==> src/rtl/gcd_arbiter_ctrl_if.sv <==
// gcd_arbiter_ctrl_if: request/response channels between requesters and the shared GCD controller.
interface gcd_arbiter_ctrl_if #(
    parameter int WIDTH = 4,
    parameter int NREQ  = 4,
    parameter int IDW   = 2
);
    logic [NREQ-1:0]       req_valid;
    logic [NREQ-1:0]       req_ready;
    logic [NREQ*WIDTH-1:0] req_x;
    logic [NREQ*WIDTH-1:0] req_y;
    logic                  resp_valid;
    logic                  resp_ready;
    logic [WIDTH-1:0]      resp_gcd;
    logic [IDW-1:0]        resp_id;
    logic                  busy;

    modport master (
        output req_valid, req_x, req_y, resp_ready,
        input  req_ready, resp_valid, resp_gcd, resp_id, busy
    );

    modport slave (
        input  req_valid, req_x, req_y, resp_ready,
        output req_ready, resp_valid, resp_gcd, resp_id, busy
    );
endinterface

==> src/rtl/gcd_arbiter_ctrl.sv <==
// gcd_arbiter_ctrl: shares one iterative subtractive GCD engine among NREQ requesters.
// Define GCD_ARB_FIXED_PRIO_EN for fixed priority (lowest index wins) instead of round-robin.
module gcd_arbiter_ctrl #(
    parameter int WIDTH = 4,
    parameter int NREQ  = 4,
    parameter int IDW   = 2
) (
    input logic clk,
    input logic reset,
    gcd_arbiter_ctrl_if.slave bus
);
    typedef enum logic [1:0] {IDLE, RUN, DONE} state_t;

    state_t           state, state_n;
    logic [WIDTH-1:0] x, y, res;
    logic [IDW-1:0]   id, ptr, ptr_n, win, k;
    logic             found, fin;

    // Search starts at the pointer and wraps; with the pointer held at 0 this is fixed priority.
    always_comb begin
        found = 1'b0;
        win   = '0;
        k     = '0;
        for (int i = 0; i < NREQ; i++) begin
            k = IDW'((int'(ptr) + i) % NREQ);
            if (!found && bus.req_valid[k]) begin
                found = 1'b1;
                win   = k;
            end
        end
    end

`ifdef GCD_ARB_FIXED_PRIO_EN
    assign ptr_n = '0;
`else
    assign ptr_n = (win == IDW'(NREQ - 1)) ? '0 : win + 1'b1;
`endif

    assign fin = (x == '0) || (y == '0) || (x == y);

    always_ff @(posedge clk)
        state <= reset ? IDLE : state_n;

    always_comb begin
        bus.req_ready = '0;
        if (state == IDLE && found)
            bus.req_ready[win] = 1'b1;
        state_n = state == IDLE ? (found ? RUN : IDLE) :
                  state == RUN  ? (fin ? DONE : RUN) :
                  (bus.resp_ready ? IDLE : DONE);
        bus.resp_valid = state == DONE;
        bus.resp_gcd   = res;
        bus.resp_id    = id;
        bus.busy       = state != IDLE;
    end

    always_ff @(posedge clk) begin
        if (reset) begin
            x   <= '0;
            y   <= '0;
            res <= '0;
            id  <= '0;
            ptr <= '0;
        end else if (state == IDLE && found) begin
            x   <= bus.req_x[int'(win)*WIDTH +: WIDTH];
            y   <= bus.req_y[int'(win)*WIDTH +: WIDTH];
            id  <= win;
            ptr <= ptr_n;
        end else if (state == RUN) begin
            if (x == '0)
                res <= y;
            else if (fin)
                res <= x;
            else if (x > y)
                x <= x - y;
            else
                y <= y - x;
        end
    end
endmodule

==> src/flat_wrapper.sv <==
// flat-port wrapper written by rule: the top's interface ports become plain ports
module gcd_arbiter_ctrl_flat 
#(
    parameter int WIDTH = 4,
    parameter int NREQ  = 4,
    parameter int IDW   = 2
)
  (clk, reset, bus_req_valid, bus_req_x, bus_req_y, bus_resp_ready, bus_req_ready, bus_resp_valid, bus_resp_gcd, bus_resp_id, bus_busy);
  gcd_arbiter_ctrl_if #(.WIDTH(WIDTH), .NREQ(NREQ), .IDW(IDW)) bus_i ();
  input logic clk;
  input logic reset;
  input wire logic [$bits(bus_i.req_valid)-1:0] bus_req_valid;
  input wire logic [$bits(bus_i.req_x)-1:0] bus_req_x;
  input wire logic [$bits(bus_i.req_y)-1:0] bus_req_y;
  input wire logic [$bits(bus_i.resp_ready)-1:0] bus_resp_ready;
  output wire logic [$bits(bus_i.req_ready)-1:0] bus_req_ready;
  output wire logic [$bits(bus_i.resp_valid)-1:0] bus_resp_valid;
  output wire logic [$bits(bus_i.resp_gcd)-1:0] bus_resp_gcd;
  output wire logic [$bits(bus_i.resp_id)-1:0] bus_resp_id;
  output wire logic [$bits(bus_i.busy)-1:0] bus_busy;
  assign bus_i.req_valid = bus_req_valid;
  assign bus_i.req_x = bus_req_x;
  assign bus_i.req_y = bus_req_y;
  assign bus_i.resp_ready = bus_resp_ready;
  assign bus_req_ready = bus_i.req_ready;
  assign bus_resp_valid = bus_i.resp_valid;
  assign bus_resp_gcd = bus_i.resp_gcd;
  assign bus_resp_id = bus_i.resp_id;
  assign bus_busy = bus_i.busy;
  gcd_arbiter_ctrl #(.WIDTH(WIDTH), .NREQ(NREQ), .IDW(IDW)) u_core (.clk(clk), .reset(reset), .bus(bus_i));
endmodule
==> config.mk <==
export PLATFORM = sky130hd
export DESIGN_NAME = gcd_arbiter_ctrl_flat
export DESIGN_NICKNAME = d
export VERILOG_FILES = /design/src/rtl/gcd_arbiter_ctrl_if.sv /design/src/rtl/gcd_arbiter_ctrl.sv /design/src/flat_wrapper.sv
export SDC_FILE = /design/constraint.sdc
export NUM_CORES = 1
export LEC_CHECK = 0
export CORE_MARGIN = 5
export CORE_UTILIZATION = 30
export DETAILED_ROUTE_END_ITERATION = 6
export GPL_ROUTABILITY_DRIVEN = 0
export PLACE_DENSITY_LB_ADDON = 0.1
export SLEW_MARGIN = 10
export SYNTH_ARGS = -nofsm -noshare
export SYNTH_HDL_FRONTEND = slang
export SYNTH_SLANG_ARGS = --single-unit
==> constraint.sdc <==
create_clock -name clk -period 2.7 [get_ports clk]
set_input_delay 0.54 -clock clk [delete_from_list [all_inputs] [get_ports clk]]
set_output_delay 0.54 -clock clk [all_outputs]
set_load 0.02 [all_outputs]
==> flow_metrics.env <==
export IMPL_ctsHoldBuffers=0
export IMPL_fin_crit_sh_pct=97.4
export IMPL_htree_levels=1
export IMPL_synth_cells=194
export IMPL_drive_above_1_share_pct=16.1
export IMPL_synth_adder_area_share_pct=11.3
export IMPL_ys_async_sr_fraction_pct=0
export IMPL_dp_slack_ps=-588
export IMPL_ys_warn_count=0
export IMPL_grt_pass1_vias=1492
export IMPL_synth_top_family_by_area="compound AO/OA/AOI/OAI gates"
export IMPL_ys_types=40
export IMPL_rsz0062_at_grt="no"
export IMPL_tns_ps=0
export IMPL_postCtsSetupRepairBufs=0
export IMPL_synth_seq_cells=18
export IMPL_cp_end_kind="primary output"
export IMPL_slew_headroom_pct=66.2
export IMPL_first_pass_iters=4
export IMPL_seqCellArea_sq_um=360
export IMPL_vias=1587
export IMPL_viasPerCell=4.88
export IMPL_yosysTopAreaCell="dfxtp_1"
export IMPL_cts_tree="built"
export IMPL_finalInstanceArea_sq_um=2300
export IMPL_required_ps=2160
export IMPL_dp_cells=321
export IMPL_cts_sinks=18
export IMPL_synth_area_leaders="dfxtp_1, ha_1, and3_1"
export IMPL_synth_xor_area_share_pct=1.12
export IMPL_cts_buffers_inserted=3
export IMPL_final_instance_count_excl_fill=325
export IMPL_die_y_um=82.3
export IMPL_grt_max_degree=33
export IMPL_ioPinCount=51
export IMPL_critPathArrivalTime_ps=2090
export IMPL_multiInputGateArea_sq_um=1130
export IMPL_wl_um=4520
export IMPL_die_w_um=82.3
export IMPL_clk_pin_slew_ps=70
export IMPL_hp_class="register to register"
export IMPL_drtAntennaViolNets=0
export IMPL_io_buffers=50
export IMPL_cts_root_buffer="clkbuf_8"
export IMPL_syn_to_final_growth_pct=46.6
export IMPL_synth_edff_count=0
export IMPL_crit_type="input pin to primary output"
export IMPL_placed_cell_area_sq_um=2240
export IMPL_grt_first_pass_wirelength_um=7210
export IMPL_postSynthAreaPerCell_sq_um=8.07
export IMPL_diodes=0
export IMPL_ir_drop_mv=0.316
export IMPL_finClkSkew_ps=3.39
export IMPL_path_max_fanout=4
export IMPL_holdWs_ps=457
export IMPL_report_final_hold_viol_count=0
export IMPL_dpl_hpwl_um=3700
export IMPL_synth_top_area_share_pct=23.0
export IMPL_die_area_sq_um=6770
export IMPL_grtUsageTotal_pct=14.0
export IMPL_worst_pin_slew_ps=505
export IMPL_grt_ovfl_total=0
export IMPL_crit_chain="dlygate4sd2_1, nor2b_1, or4b_4, nand2_4, inv_1, ha_1, and2_1, buf_4"
export IMPL_setup_viol=0
export IMPL_start_util_pct=30.9
export IMPL_nets=308
export IMPL_slowest_stage="or4b_4"
export IMPL_clkLatencyLatePin_ps=260
export IMPL_synth_mux_area_share_pct=0
export IMPL_antenna_found_initial=0
export IMPL_syn_area_sq_um=1570
export IMPL_power_leakage_nw=0.927
export IMPL_synth_main_ff_cell="dfxtp_1"
export IMPL_synth_simple_gate_area_share_pct=25.5
export IMPL_syn_nets=246
export IMPL_start_kind="input pin"
export IMPL_fin_crit_ps=2630
export IMPL_synth_compound_area_share_pct=33.4
export IMPL_rows=26
export IMPL_clockBufferDepth=2
export IMPL_drc_errors=0
export IMPL_nFillCells=554
export IMPL_slew_viol_final=0
export IMPL_cap_violations=0
export IMPL_ys_seq_area_share_pct=23.0
export IMPL_fin_ws_ps=70.8
export IMPL_coreArea_sq_um=5070
export IMPL_wl_per_cell_um=13.9
export IMPL_drt_iter0_markers=93
export IMPL_pwr_density_cell_nw_per_um2=1020
export IMPL_slowest_delay_ps=540
export IMPL_status="finished clean"
export IMPL_max_freq_mhz=380
## cell usage in the layout (no fill, tap or decap), types with 2 or more instances in the layout
cell type,instances
o311ai_1,2
a21oi_1,10
nor2_1,8
nand2_1,10
and2_1,4
and3_1,16
clkdlybuf4s50_1,42
o21ai_1,12
fa_1,2
o21ai_0,8
xnor2_1,2
or2_2,2
nor2b_2,2
a211oi_1,5
dfxtp_1,18
dlygate4sd2_1,4
a21boi_0,4
a41oi_1,6
nand2b_1,2
buf_2,2
or4_4,2
a21boi_1,12
ha_1,11
or3b_2,2
inv_1,12
nor2b_1,6
o21a_1,4
buf_4,16
clkbuf_8,4
nor3_1,5
o31ai_1,4
## cells by family after synthesis
| kind of cell | count (synthesis) |
|---|---|
| xor gates and xnor gates | 2 |
| and+or+nand+nor | 66 |
| DFF | 18 |
| adders and majority gates | 13 |
| buffers and inverters | 21 |
| AOI/OAI and AO/OA | 74 |
## cells in the mapped netlist (2+ instances only)
library cell,instances
dfxtp_1,18
fa_1,2
a21oi_1,10
o21ai_0,8
o21a_1,4
buf_2,2
a41oi_1,6
xnor2_1,2
nand2b_1,2
o311ai_1,2
nor2_1,9
ha_1,11
nor2b_1,8
or4_4,2
o21ai_1,12
nand2_1,11
clkbuf_1,6
and2_1,4
a21boi_0,4
a211oi_1,5
or2_2,2
or3b_2,2
inv_1,12
and3_1,16
o31ai_1,4
a21boi_1,12
nor3_1,5
## power by group
group / internal [W] / switching [W]
sequential: 0.000376 / 0.0000935
clock: 0.000130 / 0.0000994
combinational: 0.000786 / 0.000849
## layout make-up
cell class | count | area share (%)
sequential | 18 | 15.7
inverter | 12 | 1.96
timing repair buffer | 66 | 26.9
multi-input combinational | 155 | 49.3
tap | 70 | 3.81
clock buffer | 4 | 2.40
## repair_timing
action                     CTS  global route
setup endpoints to repair    4             0
hold endpoints to repair     0             0
resized for setup           25             0
## per-layer routing
metal | track usage [%] | vias up | wire length [um]
met5 | 0 | - | 0
met4 | 5.65 | 0 | 95
met3 | 2.60 | 8 | 274
met2 | 20.9 | 47 | 1920
met1 | 19.5 | 695 | 2230
li1 | - | 837 | -
## state kept, by name, summed over array words and instances (netlist names)
| signal | count |
|---|---|
| u_core.y | 4 |
| u_core.x | 4 |
| u_core.ptr | 2 |
| u_core.bus.resp_id | 2 |
| u_core.state | 2 |
| u_core.bus.resp_gcd | 4 |
## stage by stage
stage,util (%),total power [W]
after floorplan,-,0.00156
after global placement,44.2,0.00214
after detailed placement,44.2,0.00213
after CTS,45.3,0.00237
after global routing,45.3,0.00256
final,45.3,0.00233
## critical path: cells and delay by family
| family | cells | cell delay (ps) |
|---|---|---|
| buffers and inverters | 3 | 480 |
| and+or+nand+nor | 4 | 910 |
| adders and majority gates | 1 | 160 |
## worst paths after layout
kind	from	end	slack, ps	depth (start not counted)
worst min-delay path	u_core.bus.resp_id[1]$_SDFFE_PP0P_	u_core.bus.resp_id[1]$_SDFFE_PP0P_	460	2
worst min register to register	u_core.bus.resp_id[1]$_SDFFE_PP0P_	u_core.bus.resp_id[1]$_SDFFE_PP0P_	460	2
worst max register to register	u_core.y[1]$_SDFFE_PP0P_	u_core.y[1]$_SDFFE_PP0P_	260	7
worst max-delay path	bus_req_valid[0]	bus_req_ready[0]	70	8
Power figures use the tool's default switching activity.
